===== src/rtl/decoder_register_bank.sv =====
// decoder_register_bank: 2^A x N register store, one-hot write decode, two async read ports; REG0_ZERO_EN hardwires entry 0 to zero
module decoder_register_bank #(
  parameter int N = 32,
  parameter int A = 5
) (
  input  logic            clk,
  input  logic            rst,
  input  logic            wr_ena,
  input  logic [A-1:0]    wr_addr,
  input  logic [N-1:0]    wr_data,
  input  logic [A-1:0]    rd_addr1,
  input  logic [A-1:0]    rd_addr2,
  output logic [N-1:0]    rd_data1,
  output logic [N-1:0]    rd_data2,
  output logic [2**A-1:0] wr_onehot
);
  localparam int D = 2**A;
`ifdef REG0_ZERO_EN
  localparam int LO = 1;
`else
  localparam int LO = 0;
`endif
  // entries below LO have no storage and read as zero
  logic [N-1:0] store [D-1:LO];
  assign wr_onehot = {{(D-1){1'b0}}, wr_ena} << wr_addr;
  always_ff @(posedge clk)
    for (int i = LO; i < D; i++)
      if (rst) store[i] <= '0;
      else if (wr_onehot[i]) store[i] <= wr_data;
  assign rd_data1 = int'(rd_addr1) < LO ? '0 : store[rd_addr1];
  assign rd_data2 = int'(rd_addr2) < LO ? '0 : store[rd_addr2];
endmodule


===== config.mk =====
export PLATFORM = sky130hd
export DESIGN_NAME = decoder_register_bank
export DESIGN_NICKNAME = d
export VERILOG_FILES = /design/src/rtl/decoder_register_bank.sv
export SDC_FILE = /design/constraint.sdc
export NUM_CORES = 2
export LEC_CHECK = 0
export CAP_MARGIN = 10
export CORE_MARGIN = 4
export CORE_UTILIZATION = 53
export DETAILED_ROUTE_END_ITERATION = 16
export GPL_ROUTABILITY_DRIVEN = 0
export PLACE_DENSITY = 0.73
export SLEW_MARGIN = 0
export SYNTH_ARGS = -nofsm -noshare
export SYNTH_HDL_FRONTEND = slang
export SYNTH_SLANG_ARGS = --single-unit

===== constraint.sdc =====
create_clock -name clk -period 2.47 [get_ports clk]
set_input_delay 0.494 -clock clk [delete_from_list [all_inputs] [get_ports clk]]
set_output_delay 0.494 -clock clk [all_outputs]
set_load 0.05 [all_outputs]

=== After elaboration in Yosys (flattened, before gate mapping) ===
Memories as Yosys holds them, arrays and structs flattened.
Cells that the tools add are included.

* Shift operators: 1
* Muxes and demuxes: 130
* Bitwise operators: 32

{| class="wikitable"
|+ Operators with widths
! cell !! number
|-
| $mux 32 || 32
|-
| $mux 1 || 98
|-
| $or 1x1->1 || 32
|-
| $shl 1x5->32 || 1
|}

* Register bits after elaboration: 0
* RAM bits: 1024
* Bits of input ports: 50
* Output and inout port bits: 96
* Logic and storage cells: 164
* Memories kept: 1

{| class="wikitable"
|+ Memories
! name !! depth !! width !! read ports !! clocked after Yosys merged registers in !! write ports !! RTL line !! RTL
|-
| store || 32 || 32 || 2 || 0 || 32 || 24 || <nowiki>logic [N-1:0] store [D-1:LO];</nowiki>
|}

=== Longest topological paths before layout ===
* Depth in word-level cells: 5
* Gate-level depth with buffers: 8
* Mapped depth without buffers: 5

=== Least setup slack after synthesis ===
No wires, ideal clock.

* Kind: in2reg
* Start point: in wr_addr[3]
* End point: mem store[3][0] (enable)
* Library setup time: 0.375 ns
* Data arrival time: 2.310 ns
* Setup slack: -0.215 ns
* Stages: 5
* Buffers on the path: 2
* Path through: buf_2 -> or2_0 -> buf_2 -> nor2_1 -> or2_2

{| class="wikitable"
|+ RTL lines
! item !! RTL line !! RTL
|-
| from (decl) || 9 || <nowiki>input logic [A-1:0] wr_addr,</nowiki>
|-
| to (decl) || 24 ||
|}

==> flow_summary.json <==
{
  "status": "complete, but fails checks",
  "failed_checks": "negative setup slack",
  "antenna_found_initial": 11,
  "syn_area_sq_um": 56300,
  "dp_hpwl_um": 137000,
  "grt_pass1_wl_um": 301000,
  "min-delay-path-class": "input port to flip-flop",
  "drv_slew": 0,
  "cpPeakStageDelay_ns": 0.40,
  "netSwitchingFraction_pct": 27.3,
  "drt_iter0_markers": 7017,
  "holdPathEnd": "store[26][0]",
  "cts_sinks": 1024,
  "drive_above_1_share_pct": 23.8,
  "core_sq_um": 105000,
  "seqPwrFrac_pct": 45.3,
  "worstPathArrival_ns": 2.32,
  "crit_path_max_fanout": 2,
  "pwr-share-comb_pct": 17.9,
  "hold_violations": 0,
  "synth-seq-cells": 1024,
  "htree_levels": 3,
  "ios": 146,
  "synth-compound-area-share_pct": 6.97,
  "async_reset_ff_share_pct": 0,
  "timing.critical_path.buf_inv": 2,
  "p_leak_uw": 0.0294,
  "cap_violations": 0,
  "ant_nets": 0,
  "fp-row-count": 119,
  "yosysSeqAreaShare_pct": 54.6,
  "synth_fa_ha_area_share_pct": 0,
  "grt_overflow": 0,
  "io_buffers": 145,
  "largest_reg_flops": 1024,
  "setup_viol_count_final": 64,
  "synth_top_family_by_area": "multiplexers",
  "areaGrowthSynthToFinish_pct": 30.1,
  "dp_slack_ns": -0.856,
  "wl_per_cell_um": 32.1,
  "fmax_ghz": 0.356,
  "synth_edf_count": 1024,
  "fin_crit_ns": 2.81,
  "dieArea_sq_um": 111000,
  "synthMuxAreaShare_pct": 18.2,
  "synth_simple_gate_area_share_pct": 16.3,
  "hold_buffers": 0,
  "critPathTopFamily": "compound AO/OA/AOI/OAI gates",
  "layout_worst_path_cycle_share_pct": 114,
  "cts_tree": "yes",
  "cts.clk_slew.worst_paths_ns": 0.06,
  "final_cell_area_sq_um": 73200,
  "rsz0062_at_grt": "true",
  "totalWireLength_um": 214000,
  "yosys_warnings": 0,
  "synth_cells": 4699,
  "intPower_uw": 33200,
  "die_w_um": 334,
  "required_ns": 1.98,
  "synth_nets": 4749,
  "hold_depth": 3,
  "nets": 5240,
  "clk_path_buf_depth": 3,
  "tightestPinTransition_ns": 0.843,
  "via_per_inst": 6.69,
  "p_per_area_nw_per_um2": 624,
  "ir_worst_vdd_v": 0.000580,
  "route.detailed.drc": 0,
  "fill_cells": 7050,
  "path_cells": "mux2i_1 -> a22o_1 -> nor3_2 -> buf_4 -> a31oi_4 -> nand3_4 -> buf_12",
  "setup_slack_ns": -0.342,
  "start_util_pct": 53.4,
  "grt_max_degree": 36,
  "power_frac_clock_pct": 36.9,
  "globalRouteTotalUtil_pct": 37.0,
  "cp-start-kind": "flip-flop",
  "cts_buffers": 110,
  "reg_top3": "store: 1024 flops",
  "syn_avg_cell_area_sq_um": 12.0,
  "synthXorXnorAreaFrac_pct": 0,
  "root_buffer": "clkbuf_16",
  "criticalPathCategory": "flip-flop to output pin",
  "ys.flop_type": "edfxtp_1",
  "crit_slowest_cell": "edfxtp_1",
  "die_y_um": 334,
  "regMostFlops": "store",
  "first_global_vias": 44100,
  "vias": 44700,
  "p_switching_uw": 12500,
  "dpl_cell_area_sq_um": 66200,
  "worstHoldStart": "rst",
  "relSlewSlack_pct": 43.6,
  "end_kind": "output pin",
  "dr.pass1.iters": 6,
  "synth.distinct_cells": 27
}
## final cells by class
type / count / area (sq um) / share of cell area, %
clock buffers: 137 / 2920 / 3.99
inverters: 16 / 60.1 / 0.0820
repair buffers: 835 / 11800 / 16.1
diodes: 15 / 37.5 / 0.0513
well taps: 1391 / 1740 / 2.38
flip-flops and latches: 1024 / 30700 / 42.0
multi-input cells: 3203 / 25200 / 34.4
clock inverters: 67 / 681 / 0.930
## synthesized netlist by cell type, types with 2 or more instances
cell	count	share of area (%)
a21oi_1	192	1.7
a31oi_1	64	0.71
or2_2	18	0.20
nor3_2	16	0.28
buf_1	27	0.18
nand3_1	196	1.7
nor2_2	2	0.022
nand2b_1	22	0.24
and2_1	1029	11
mux2i_1	1024	18
a22oi_1	192	2.6
nor2b_1	8	0.089
nand3_2	3	0.053
a22o_1	128	2.0
edfxtp_1	1024	55
buf_2	113	1.0
inv_1	16	0.11
nand2_1	207	1.4
nor3_1	64	0.57
nor2_1	34	0.23
clkbuf_1	236	1.6
buf_4	62	0.83
clkbuf_2	18	0.16
## routing by layer
metal	GRT usage, %	vias to the layer above	wire length (um)	part of all wire, %
li1	-	18200	-	-
met1	48.3	21900	76600	36
met2	57.2	3673	94700	44
met3	8.23	989	27800	13
met4	21.9	4	15300	7.1
met5	0	-	61	0.028
## power groups by stage
| stage | Sequential, uW | Combinational [uW] | Clock (uW) |
|---|---|---|---|
| 3_3_place_gp | 20900 | 7080 | 0 |
| 5_1_grt | 20800 | 8330 | 17500 |
| 6_report | 20700 | 8160 | 16800 |
| 4_1_cts | 20600 | 7810 | 16800 |
| 2_1_floorplan | 20800 | 3650 | 0 |
| 3_5_place_dp | 21000 | 7140 | 0 |
## cell usage in the layout, fill, tap and decap left out, types with 8 or more instances in the layout
master / synthesis / final
a21oi_1: 192 / 190
a22o_1: 128 / 126
a22oi_1: 192 / 180
a22oi_2: 0 / 12
a31oi_1: 64 / 37
a31oi_2: 0 / 12
a31oi_4: 0 / 15
and2_1: 1029 / 1024
buf_12: 0 / 325
buf_16: 0 / 39
buf_4: 62 / 358
buf_6: 0 / 42
buf_8: 0 / 13
bufbuf_16: 0 / 9
bufinv_16: 0 / 12
clkbuf_1: 236 / 24
clkbuf_16: 0 / 120
clkdlybuf4s50_1: 0 / 34
clkinv_1: 0 / 28
clkinv_2: 0 / 18
diode_2: 0 / 15
edfxtp_1: 1024 / 1024
inv_1: 16 / 12
mux2i_1: 1024 / 975
mux2i_2: 0 / 38
mux2i_4: 0 / 11
nand2_1: 207 / 196
nand2_2: 0 / 9
nand2b_2: 0 / 18
nand3_1: 196 / 130
nand3_2: 3 / 45
nand3_4: 0 / 24
nor2_1: 34 / 9
nor2_2: 2 / 8
nor2_4: 0 / 19
nor3_1: 64 / 24
nor3_2: 16 / 31
nor3_4: 0 / 25
or2_2: 18 / 16
## through the flow
| step | hold WS, ns | utilization, % | total power, uW | TNS (ns) | instances |
|---|---|---|---|---|---|
| 3_3_place_gp | 1.27 | 62.8 | 28000 | -100.45 | 6361 |
| 6_report | 0.646 | 69.4 | 45700 | -12.63 | 6688 |
| 2_1_floorplan | 0.692 | - | 24500 | -49.41 | 4699 |
| 4_1_cts | 0.597 | 68.8 | 45200 | -10.70 | 6657 |
| 3_5_place_dp | 1.26 | 62.8 | 28100 | -109.88 | 6361 |
| 5_1_grt | 0.653 | 69.4 | 46600 | -14.91 | 6673 |
## how the worst max path moves through the flow
stage,from,endpoint,cells after the start
floorplan,wr_addr[3],store[19][0],5
global placement,rd_addr1[2],rd_data1[17],11
detailed placement,rd_addr1[2],rd_data1[17],11
CTS,store[2][19],rd_data2[19],7
global route,store[0][17],rd_data1[17],7
finish,store[3][17],rd_data1[17],7
## what timing repair did
item	in CTS	in global routing
setup buffers	69	18
pin swaps	121	110
endpoints found under the setup margin	86	78
gates cloned	31	7
resized for setup	293	102
## cells by family (layout without fill, tap and decap cells)
family | count (synthesis) | count (layout)
other | 0 | 15
buffers and inverters | 472 | 1055
AOI/OAI and AO/OA | 576 | 576
DFF | 1024 | 1024
and+or+nand+nor | 1603 | 1603
muxes | 1024 | 1024
No activity file was read; power rests on OpenSTA's default activity.
